$ cat config.mk
export PLATFORM = sky130hd
export DESIGN_NAME = voice_rr_arbiter
export DESIGN_NICKNAME = d
export VERILOG_FILES = /design/src/rtl/voice_rr_arbiter.sv
export SDC_FILE = /design/constraint.sdc
export NUM_CORES = 1
export LEC_CHECK = 0
export CAP_MARGIN = 30
export CORE_MARGIN = 3
export CORE_UTILIZATION = 35
export CTS_CLUSTER_SIZE = 28
export DETAILED_ROUTE_END_ITERATION = 7
export DONT_BUFFER_PORTS = 1
export PLACE_DENSITY_LB_ADDON = 0.12
export SKIP_LAST_GASP = 1
export SLEW_MARGIN = 20
export SYNTH_ARGS = -nofsm -noshare
export SYNTH_HDL_FRONTEND = slang
export SYNTH_SLANG_ARGS = --single-unit
$ cat constraint.sdc
create_clock -name i_clk -period 6.4 [get_ports i_clk]
set_clock_uncertainty 0.05 [all_clocks]
set_input_delay 0.32 -clock i_clk [delete_from_list [all_inputs] [get_ports i_clk]]
set_output_delay 0.32 -clock i_clk [all_outputs]
set_load 0.005 [all_outputs]
$ cat src/rtl/voice_rr_arbiter.sv
// ============================================================================
// voice_rr_arbiter
// ----------------------------------------------------------------------------
// Registered arbiter that hands the shared sample generator in note_to_sample
// to one of N note voices at a time. It replaces the older combinational
// fixed-priority arbiter. Once a voice owns the generator it keeps it until
// the generator pulses done, the voice drops its request, or (optionally) a
// hold timeout forces a release. Round-robin fairness is the default, and
// fixed priority (lowest index wins) remains available through RR_MODE=0.
//
// Parameters:
//   N         number of requesting voices (>= 2)
//   RR_MODE   1 = round-robin, 0 = fixed priority (lowest index wins)
//   MAX_HOLD  longest a single grant may be held, in cycles (>= 2); only
//             meaningful when ARB_TIMEOUT_EN is defined
//
// Optional feature macro:
//   ARB_TIMEOUT_EN  when defined, a hold counter forces a release after
//                   MAX_HOLD cycles and pulses o_timeout for one cycle.
//                   When undefined, grants are held indefinitely and
//                   o_timeout is tied low.
//
// Ports:
//   i_clk          system clock, all logic on the rising edge
//   i_reset_n      synchronous active-low reset
//   i_req[N]       level requests, bit i = voice i wants the generator
//   i_done         one-cycle pulse from the generator: the owner is finished
//   o_grant[N]     registered one-hot grant, all zero when idle
//   o_grant_idx    binary index of the owner, 0 when idle
//   o_grant_valid  high while any grant is held
//   o_timeout      one-cycle pulse following a forced release
// ============================================================================
module voice_rr_arbiter #(
    parameter int N        = 8,
    parameter int RR_MODE  = 1,
    parameter int MAX_HOLD = 64
) (
    input  logic                 i_clk,
    input  logic                 i_reset_n,
    input  logic [N-1:0]         i_req,
    input  logic                 i_done,
    output logic [N-1:0]         o_grant,
    output logic [$clog2(N)-1:0] o_grant_idx,
    output logic                 o_grant_valid,
    output logic                 o_timeout
);

    localparam int IW = $clog2(N);

    // Catch illegal parameter combinations at elaboration rather than
    // letting them produce a silently broken arbiter.
    if (N < 2 || MAX_HOLD < 2) begin : g_paramCheck
        $error("voice_rr_arbiter: N and MAX_HOLD must both be >= 2");
    end

    typedef enum logic {
        IDLE = 1'b0,
        BUSY = 1'b1
    } state_t;

    state_t          r_state;
    state_t          w_nextState;
    logic [N-1:0]    r_grant;
    logic [N-1:0]    w_nextGrant;
    logic [IW-1:0]   r_grantIdx;
    logic [IW-1:0]   w_nextIdx;
    logic [IW-1:0]   r_ptr;
    logic [IW-1:0]   w_nextPtr;
    logic [IW-1:0]   w_winIdx;
    logic            w_anyReq;
    logic            w_withdraw;
    logic            w_forced;
    logic            w_release;
    logic            w_newGrant;

    // Picks the winning voice. In round-robin mode the scan starts at the
    // pointer and wraps, so the voice just after the last owner is favoured;
    // in fixed mode the scan always starts at index 0. The result is only
    // used when at least one request is present.
    function automatic logic [IW-1:0] pickWinner(input logic [N-1:0] req,
                                                 input logic [IW-1:0] ptr);
        logic [IW-1:0] win;
        logic          found;
        int            idx;
        win   = '0;
        found = 1'b0;
        for (int i = 0; i < N; i++) begin
            idx = (RR_MODE != 0) ? ((int'(ptr) + i) % N) : i;
            if (!found && req[IW'(idx)]) begin
                found = 1'b1;
                win   = IW'(idx);
            end
        end
        return win;
    endfunction

    assign w_anyReq   = |i_req;
    assign w_winIdx   = pickWinner(i_req, r_ptr);
    // The owner withdrawing is a release just like done; both in the same
    // cycle still count as a single release.
    assign w_withdraw = ~i_req[r_grantIdx];
    assign w_release  = (r_state == BUSY) && (i_done || w_withdraw || w_forced);
    // A new grant is loaded from idle on any request, or on a release when
    // someone (possibly the old owner, if it wins again) is still asking.
    assign w_newGrant = w_anyReq && ((r_state == IDLE) || w_release);

`ifdef ARB_TIMEOUT_EN
    localparam int CW = $clog2(MAX_HOLD);

    logic [CW-1:0] r_holdCnt;
    logic          r_timeout;

    // A forced release only happens when nothing else is releasing the
    // owner this cycle, so timeout never pulses on an ordinary handover.
    assign w_forced = (r_state == BUSY) && (r_holdCnt == CW'(MAX_HOLD - 1))
                      && !i_done && !w_withdraw;

    // Hold counter: restarts on every grant (including a re-grant to the
    // same voice) and counts each cycle the grant stays put. The timeout
    // flag is simply the forced-release decision delayed by one cycle.
    always_ff @(posedge i_clk) begin
        if (!i_reset_n) begin
            r_holdCnt <= '0;
            r_timeout <= 1'b0;
        end else begin
            r_timeout <= w_forced;
            if (w_newGrant || (w_nextState == IDLE)) begin
                r_holdCnt <= '0;
            end else if (r_state == BUSY) begin
                r_holdCnt <= r_holdCnt + 1'b1;
            end
        end
    end

    assign o_timeout = r_timeout;
`else
    assign w_forced  = 1'b0;
    assign o_timeout = 1'b0;
`endif

    // Next-state logic. In BUSY nothing changes unless a release occurs;
    // a release either hands straight over to the next winner with no idle
    // bubble, or returns to IDLE with all outputs cleared. The pointer moves
    // one past each new owner so that owner becomes lowest priority next time.
    always_comb begin
        w_nextState = r_state;
        w_nextGrant = r_grant;
        w_nextIdx   = r_grantIdx;
        w_nextPtr   = r_ptr;

        if (w_newGrant) begin
            w_nextState           = BUSY;
            w_nextGrant           = '0;
            w_nextGrant[w_winIdx] = 1'b1;
            w_nextIdx             = w_winIdx;
            if (RR_MODE != 0) begin
                w_nextPtr = (w_winIdx == IW'(N - 1)) ? '0 : (w_winIdx + 1'b1);
            end
        end else if (w_release) begin
            w_nextState = IDLE;
            w_nextGrant = '0;
            w_nextIdx   = '0;
        end
    end

    // State and output registers. Reset drops any held grant immediately,
    // without waiting for done, and restarts the scan at voice 0.
    always_ff @(posedge i_clk) begin
        if (!i_reset_n) begin
            r_state    <= IDLE;
            r_grant    <= '0;
            r_grantIdx <= '0;
            r_ptr      <= '0;
        end else begin
            r_state    <= w_nextState;
            r_grant    <= w_nextGrant;
            r_grantIdx <= w_nextIdx;
            r_ptr      <= w_nextPtr;
        end
    end

    assign o_grant       = r_grant;
    assign o_grant_idx   = r_grantIdx;
    assign o_grant_valid = (r_state == BUSY);

endmodule

==> results.toml, run 1 <==
[timing]
finalSetupViolations = 0
rsz0062_at_grt = "no"
slew_violations = 0
fin_crit_sh_pct = 78.4
min_period_ns = 5.02
tightest_slew_ns = 0.720
fmax_mhz = 199
fin_setup_tns_ns = 0
relSlewSlack_pct = 52.0
fin_ws_ns = 1.38
hold_viol_final = 0

[synth]
synth_enable_flop_cells = 0
yosysWarnings = 0
async_reset_ff_share_pct = 0
syn_inst = 172
ys_types = 53
synth_fp_nets = 186
ys.flop_type = "dfxtp_1"
synth-seq-area-share_pct = 17.9
ys_ff_latch = 15
syn-cell-area_mm2 = 0.00168
postSynthAreaPerCell_um2 = 9.74

[final_layout]
area_growth_pct = 3.21
final_cell_mix = "dfxtp_1 (15), mux4_2 (14), nand2_1 (14)"
multiInputGateArea_mm2 = 0.00128
finalNetCount = 180
finalCoreUtilization_pct = 38.6
antenna_cells = 0
fill_cells = 458
register_area_um2 = 300
drive_gt1_share_pct = 21.8
final_common_cell = "dfxtp_1"

[worst_setup_path]
critPathCaptureType = "flip-flop"
rr_endpoint = "r_ptr[2]$_SDFFE_PN0P_"
r2r_setup_slack_ns = 1.38
start_kind = "flip-flop"
cp-startpoint = "r_ptr[1]$_SDFFE_PN0P_"
path_max_fanout = 17
criticalPathCategory = "flip-flop to flip-flop"
arrival_ns = 5.14
worstPathRequired_ns = 6.52
rr_worst_depth = 16
r2r_start = "r_ptr[1]$_SDFFE_PN0P_"

[die]
die_area_mm2 = 0.00565
start_util_pct = 37.4
die_w_um = 75.2
ios = 24
fp.dieH_um = 75.2
rows = 24
core_region_area_mm2 = 0.00447

[cts]
postCtsSetupBuffers = 0
cts_resized = 0
cts_tree = "built"
clk_latency_ns = 0.25
clockRootBuffer = "clkbuf_8"
h-tree-depth = 1
cts_buffer_depth = 2
cts_hold_buffers = 0
clock_sinks = 15
path_clk_slew_ns = 0.06
cts_buffers = 3

[drt]
route.vias.total = 1380
wire_per_inst_um = 18.8
drc = 0
viasPerCell = 6.36
ant_nets = 0
drtPass1Iterations = 4
drtIter0Drc = 107
drt_wl_total_mm = 4.09

[placement]
io_buffers = 0
dpl_worst_slack_ns = 1.47
dp.final_hpwl_mm = 3.08
routabilityCongestion = 0.841

[min_path]
min-delay-start = "i_reset_n"
hold_class = "input pin to flip-flop"
min_to = "o_grant_valid$_SDFFE_PN0P_"
whs_path_depth = 1

[global_routing]
track_usage_pct = 15.0
grt_max_degree = 18
antenna_found_initial = 0
grt_remaining_overflow = 0
grt_pass1_wl_mm = 6.62
grt_pass1_vias = 1323

[job]
max_cap_violations = 0

[pwr]
irDropWorstVdd_mv = 0.187
power.total_uw = 940
power_density_mw_per_mm2 = 543
leakage_nw = 0.633

[status]
status = "completed"
[synth_stat cells, types with 3 or more instances]
cell	n	area [um^2]
a22o_1	5	43.8
buf_4	3	22.5
nand3b_1	3	22.5
nand2_1	14	52.6
nand3_1	4	20.0
nor2_1	10	37.5
mux2_4	5	75.1
a21oi_1	9	45.0
ha_1	3	37.5
buf_1	3	11.3
nor2b_1	5	31.3
mux2_2	6	67.6
mux2i_1	6	60.1
xnor2_1	3	26.3
dfxtp_1	15	300
clkbuf_1	5	18.8
nor4_1	3	18.8
mux4_2	14	315
inv_1	6	22.5
and2_1	7	43.8
[critical path, stage by stage (launching register included)]
cell      delay [ns]
dfxtp_1         0.68
inv_1           0.20
ha_1            0.81
mux2_4          0.36
mux4_2          0.54
a22o_1          0.26
a221o_1         0.36
a311o_1         0.39
a21oi_4         0.24
inv_2           0.09
ha_1            0.25
xnor2_1         0.15
nor2_1          0.10
nand2_1         0.07
a21oi_1         0.16
a21oi_1         0.05
a21boi_0        0.18
[power breakdown]
group          internal [mW]  switching [mW]  total, mW
Clock                 0.0441          0.0322     0.0763
Combinational          0.337           0.362      0.699
Sequential             0.124          0.0413      0.165
Total                  0.504           0.436      0.940
[metrics by stage]
stage / area, um^2 / hold slack (ns) / instances
3_5_place_dp: 1680 / 0.395 / 213
5_1_grt: 1730 / 0.144 / 217
6_report: 1730 / 0.142 / 217
3_3_place_gp: 1680 / 0.399 / 213
2_1_floorplan: 1680 / 0.399 / 172
4_1_cts: 1730 / 0.143 / 217
[cell type report]
class                           count  share of cell area, %
Sequential cell                    15                   17.4
Timing Repair Buffer                1                  0.434
Clock buffer                        4                   2.60
Tap cell                           52                   3.76
Inverter                            8                   1.74
Multi-Input combinational cell    137                   74.1
[per-layer routing]
metal / track usage (%) / vias up / wire length [um]
li1: - / 647 / -
met1: 20.5 / 678 / 1880
met2: 23.9 / 53 / 1900
met4: 1.55 / 0 / 26
met5: 0 / - / 0
met3: 5.07 / 2 / 282
[logic make-up after synthesis]
logic type	after synthesis	synth area share [%]
simple gates	55	17.5
compound gates	40	19.9
mux	33	34.1
buf+inv	20	5.60
flops	15	17.9
xor+xnor	5	2.61
fa+ha+maj	3	2.24
other cells	1	0.224
[state kept, by name, indices dropped and copies added, names as in the netlist]
signal         flops
r_ptr              3
o_grant            8
o_grant_idx        3
o_grant_valid      1
[worst max path at each step]
stage / to / slack [ns] / depth (start not counted)
global placement: r_ptr[2]$_SDFFE_PN0P_ / 1.54 / 16
global route: r_ptr[2]$_SDFFE_PN0P_ / 0.97 / 15
floorplan: r_ptr[2]$_SDFFE_PN0P_ / 2.09 / 18
finish: r_ptr[2]$_SDFFE_PN0P_ / 1.38 / 16
detailed placement: r_ptr[2]$_SDFFE_PN0P_ / 1.47 / 16
CTS: r_ptr[2]$_SDFFE_PN0P_ / 1.43 / 16
Note: power is estimated with default switching activity, not from simulation.
==> inputs of run 2 (changes only) <==
--- a/config.mk
+++ b/config.mk
@@ -5,6 +5,7 @@
 export SDC_FILE = /design/constraint.sdc
 export NUM_CORES = 1
 export LEC_CHECK = 0
+export ABC_AREA = 1
 export CAP_MARGIN = 30
 export CORE_MARGIN = 3
 export CORE_UTILIZATION = 35
==> constraint.sdc (replaced) <==
create_clock -name i_clk -period 4.6 [get_ports i_clk]
set_clock_uncertainty 0.05 [all_clocks]
set_input_delay 0.23 -clock i_clk [delete_from_list [all_inputs] [get_ports i_clk]]
set_output_delay 0.23 -clock i_clk [all_outputs]
set_load 0.005 [all_outputs]
==> results.toml, run 2 <==
[final_layout]
fill_cells = 463
finalNetCount = 255
antenna_cells = 0
final_area_mm2 = 0.00158
drive_gt1_share_pct = 16.7
largest_reg_flops = 8
area_growth_pct = 4.47
final_cell_mix = "nand2_1 (70), nand3_1 (28), nor2_1 (24), inv_1 (24), dfxtp_1 (15)"
final_common_cell = "nand2_1"

[synth]
synthTopCellsByArea = "dfxtp_1 (20%), nand2_1 (17%), nand3_1 (9.3%), nand3_2 (6.6%), inv_1 (6.0%)"
postSynthAreaPerCell_um2 = 6.27
synth_enable_flop_cells = 0
syn-cell-area_mm2 = 0.00151
yosysWarnings = 0
synth_top_area_cell = "dfxtp_1"
syn_inst = 241
ys_types = 33
synth_fp_nets = 255
async_reset_ff_share_pct = 0
synth-seq-area-share_pct = 19.9
yosysTopAreaCellShare_pct = 19.9
ys.flop_type = "dfxtp_1"
ys_top_cells_by_count = "nand2_1 (70), nand3_1 (28), inv_1 (24), nor2_1 (24), dfxtp_1 (15)"
ys_ff_latch = 15
synth.most_common_cell = "nand2_1"

[global_routing]
antenna_found_initial = 0
grt_pass1_vias = 1459
grt_pass1_wl_mm = 6.78
track_usage_pct = 16.1
grt_max_degree = 15
grt_remaining_overflow = 0

[placement]
dp.final_hpwl_mm = 3.09
io_buffers = 0
dpl-instance-area_mm2 = 0.00153
routabilityCongestion = 0.819

[worst_setup_path]
start_kind = "flip-flop"
cp_slowest_cell = "dfxtp_1"
arrival_ns = 3.23
path_cells = "inv_4 > ha_1 > inv_2 > nand3_1 > nand2_1 > nand2_1 > nand2_2 > nor2_1 > nand2_1 > nand2_1 > nor2_1 > nand3_1 > nor2_2 > nand3_2 > ha_1 > o21ai_0 > a21oi_1"
worstPathRequired_ns = 4.68
critical-path-max-stage-delay_ns = 0.70
path_max_fanout = 10
crit_top_cell = "nand2_1"
criticalPathCategory = "flip-flop to flip-flop"
critPathCaptureType = "flip-flop"
worst_path_dominant_cell_family = "simple AND/OR/NAND/NOR gates"
crit_buf_inv = 2

[cts]
path_clk_slew_ns = 0.06
cts_resized = 0
cts_hold_buffers = 0
cts_tree = "built"
cts_buffers = 3
clockRootBuffer = "clkbuf_8"
clock_sinks = 15
postCtsSetupBuffers = 0
h-tree-depth = 1
clk_latency_ns = 0.25
cts_buffer_depth = 2

[pwr]
irDropWorstVdd_mv = 0.349
leakage_nw = 0.742
power.total_mw = 1.41
power_density_mw_per_mm2 = 894

[die]
ios = 24
fp.dieH_um = 71.7
die_area_mm2 = 0.00514
start_util_pct = 37.0
die_w_um = 71.7
core_region_area_mm2 = 0.00409
rows = 23

[status]
status = "completed"

[drt]
route.vias.total = 1471
drc = 0
ant_nets = 0
drt_wl_total_mm = 3.77
viasPerCell = 5.07
drtIter0Drc = 71
drtPass1Iterations = 4
wire_per_inst_um = 13.0

[job]
max_cap_violations = 0

[timing]
relSlewSlack_pct = 57.8
slew_violations = 0
fmax_mhz = 318
rsz0062_at_grt = "no"
min_period_ns = 3.14
fin_crit_sh_pct = 68.3
fin_setup_tns_ns = 0
tightest_slew_ns = 0.631
hold_viol_final = 0
finalSetupViolations = 0

[min_path]
hold_class = "input pin to flip-flop"
-- run 2: logic make-up (layout without fill, tap and decap cells) --
family | Yosys count | in the layout | synth area share (%)
AND/OR/NAND/NOR | 154 | 154 | 50.6
buffers and inverters | 35 | 34 | 10.6
AO/OA/AOI/OAI | 29 | 29 | 11.2
flip-flops | 15 | 15 | 19.9
XOR/XNOR | 4 | 4 | 5.05
adder cells (fa/ha/maj) | 3 | 3 | 2.48
other | 1 | 1 | 0.248
-- run 2: where the power goes --
| group | switching (mW) | internal [mW] |
|---|---|---|
| clock | 0.0460 | 0.0600 |
| combinational | 0.712 | 0.350 |
| sequential | 0.0701 | 0.174 |
| total | 0.828 | 0.584 |
-- run 2: area by class of cell --
cell class	count	area, um^2	area share [%]
Clock inverter	1	5.00	0.317
Clock buffer	3	41.3	2.61
Multi-Input combinational cell	191	1050	66.6
Sequential cell	15	300	19.0
Inverter	29	111	7.05
Timing Repair Buffer	1	7.51	0.475
Tap cell	50	62.6	3.96
-- run 2: worst paths after layout --
kind,startpoint,to,slack [ns],depth (start not counted)
worst min register to register,o_grant[1]$_SDFFE_PN0P_,o_grant[1]$_SDFFE_PN0P_,0.43,2
worst max-delay path,r_ptr[1]$_SDFFE_PN0P_,r_ptr[1]$_SDFFE_PN0P_,1.46,17
worst min-delay path,i_reset_n,r_ptr[1]$_SDFFE_PN0P_,0.07,2
worst max register to register,r_ptr[1]$_SDFFE_PN0P_,r_ptr[1]$_SDFFE_PN0P_,1.46,17
-- run 2: through the flow --
step / hold slack, ns / utilization, % / worst slack, ns / instances
global placement: 0.334 / 37.5 / 1.46 / 286
global route: 0.0767 / 38.6 / 1.14 / 290
detailed placement: 0.331 / 37.5 / 1.49 / 286
floorplan: 0.318 / - / 2.06 / 241
finish: 0.0694 / 38.6 / 1.46 / 290
CTS: 0.0659 / 38.6 / 1.47 / 290
-- run 2: per-layer routing --
metal  track usage (%)  share of wire, %  up-vias
met5                 0                 0        -
met4              5.85               2.1        0
met3              1.54               2.8        9
met2              25.9                48       25
met1              22.2                47      661
li1                  -                 -      776
==> inputs of run 3 (changes only) <==
==> constraint.sdc (replaced) <==
create_clock -name i_clk -period 3 [get_ports i_clk]
set_clock_uncertainty 0.05 [all_clocks]
set_input_delay 0.15 -clock i_clk [delete_from_list [all_inputs] [get_ports i_clk]]
set_output_delay 0.15 -clock i_clk [all_outputs]
set_load 0.005 [all_outputs]
==> results.toml, run 3 (synthesis results as in run 2) <==
[final_layout]
fill_cells = 441
drive_gt1_share_pct = 17.6
largest_reg_flops = 8
multiInputGateArea_mm2 = 0.00106
area_growth_pct = 7.20
final_common_cell = "nand2_1"
finalNetCount = 259
final_cell_mix = "nand2_1 (70), nand3_1 (28), nor2_1 (24), inv_1 (24), dfxtp_1 (15)"
register_area_um2 = 300
antenna_cells = 0

[cts]
postCtsSetupBuffers = 0
cts_buffers = 3
path_clk_slew_ns = 0.06
clk_latency_ns = 0.25
cts_buffer_depth = 2
clockRootBuffer = "clkbuf_8"
clock_sinks = 15
h-tree-depth = 1
cts_tree = "built"

[drt]
wire_per_inst_um = 13.2
viasPerCell = 4.99
drtPass1Iterations = 4
drc = 0
drt_wl_total_mm = 3.88
ant_nets = 0
drtIter0Drc = 74
route.vias.total = 1466

[die]
die_w_um = 71.7
ios = 24
fp.dieH_um = 71.7
rows = 23
core_region_area_mm2 = 0.00409
start_util_pct = 37.0
die_area_mm2 = 0.00514

[min_path]
min-delay-start = "i_req[7]"
whs_path_depth = 2
min_to = "o_grant_valid$_SDFFE_PN0P_"
hold_class = "input pin to flip-flop"

[pwr]
power.total_mw = 2.22
leakage_nw = 0.758
clkPwrFrac_pct = 7.3
power_density_mw_per_mm2 = 1370
pwr-share-comb_pct = 77.7
internal_power_uw = 930
netSwitchingFraction_pct = 58.2
pwr-share-seq_pct = 15.0
irDropWorstVdd_mv = 0.603
net-switching-power_mw = 1.29

[global_routing]
track_usage_pct = 16.0
grt_pass1_vias = 1370
antenna_found_initial = 0
grt_remaining_overflow = 0
grt_max_degree = 15
grt_pass1_wl_mm = 6.67

[worst_setup_path]
critPathCaptureType = "flip-flop"
rr_endpoint = "r_ptr[1]$_SDFFE_PN0P_"
r2r_start = "r_ptr[0]$_SDFFE_PN0P_"
path_max_fanout = 10
start_kind = "flip-flop"
rr_worst_depth = 14
criticalPathCategory = "flip-flop to flip-flop"
arrival_ns = 2.77
worstPathRequired_ns = 3.08
r2r_setup_slack_ns = 0.30

[timing]
fin_crit_sh_pct = 89.8
fin_setup_tns_ns = 0
min_period_ns = 2.70
slew_violations = 0
hold_viol_final = 0
rsz0062_at_grt = "no"
finalSetupViolations = 0
fmax_mhz = 371

[placement]
io_buffers = 0
routabilityCongestion = 0.866
dp.final_hpwl_mm = 3.07

[job]
max_cap_violations = 0

[status]
status = "completed"
run 3: cell count changes in the layout (fill, tap and decap cells not counted), sizes merged:
| cell | delta |
|---|---|
| buf | +3 |
| clkbuf | +1 |
| clkinv | -1 |
| dlygate4sd3 | +1 |
run 3: worst max-delay path by stage:
stage / from / end / slack [ns]
after global placement: r_ptr[0]$_SDFFE_PN0P_ / r_ptr[1]$_SDFFE_PN0P_ / 0.23
after CTS: r_ptr[1]$_SDFFE_PN0P_ / r_ptr[1]$_SDFFE_PN0P_ / 0.26
after global routing: r_ptr[0]$_SDFFE_PN0P_ / r_ptr[2]$_SDFFE_PN0P_ / 0.03
after detailed placement: r_ptr[1]$_SDFFE_PN0P_ / r_ptr[1]$_SDFFE_PN0P_ / 0.27
after floorplan: r_ptr[1]$_SDFFE_PN0P_ / r_ptr[1]$_SDFFE_PN0P_ / 0.46
final: r_ptr[0]$_SDFFE_PN0P_ / r_ptr[1]$_SDFFE_PN0P_ / 0.30
run 3: metrics by stage:
step	utilization (%)	worst slack, ns	cells	hold WS (ns)	instance area [um^2]
floorplan	-	0.460	241	0.238	1510
global placement	38.1	0.227	289	0.293	1560
detailed placement	38.1	0.267	289	0.263	1560
CTS	39.4	0.259	294	0.0346	1610
global route	39.7	0.0310	294	0.0511	1620
finish	39.7	0.305	294	0.0322	1620
run 3: critical path: stages, from the launching register on:
cell     delay [ns]
dfxtp_1        0.31
inv_2          0.15
ha_2           0.34
inv_2          0.14
nand3_1        0.12
nand2_1        0.09
nor2_1         0.05
a31oi_2        0.29
inv_2          0.08
nor2_4         0.18
nand3_1        0.14
nand3_4        0.15
ha_1           0.24
o21ai_0        0.18
a21oi_1        0.05
run 3: layer usage:
| metal | share of wire [%] | track usage (%) | wire, um | vias to the layer above |
|---|---|---|---|---|
| met4 | 1.2 | 4.59 | 48 | 0 |
| met1 | 46 | 20.6 | 1800 | 645 |
| li1 | - | - | - | 786 |
| met5 | 0 | 0 | 0 | - |
| met2 | 49 | 27.8 | 1890 | 31 |
| met3 | 3.7 | 1.96 | 144 | 4 |
run 3: cell type report:
class	instances	area share (%)
tap	50	3.86
timing repair buffer	5	2.47
inverter	29	6.87
clock buffer	4	2.78
sequential	15	18.5
multi-input combinational	191	65.5
run 3: power by group through the flow:
stage                     Sequential [mW]  Clock [mW]  Combinational, mW
after global routing                0.343       0.173               1.98
after floorplan                     0.311           0               1.41
after CTS                           0.336       0.169               1.71
after global placement              0.340           0               1.73
final                               0.334       0.162               1.73
after detailed placement            0.340           0               1.70
run 3: repair_timing:
item	4_1_cts	5_1_grt
gates resized for setup	0	2
endpoints found under the hold margin	1	0
endpoints found under the setup margin	0	3
hold buffers	1	0
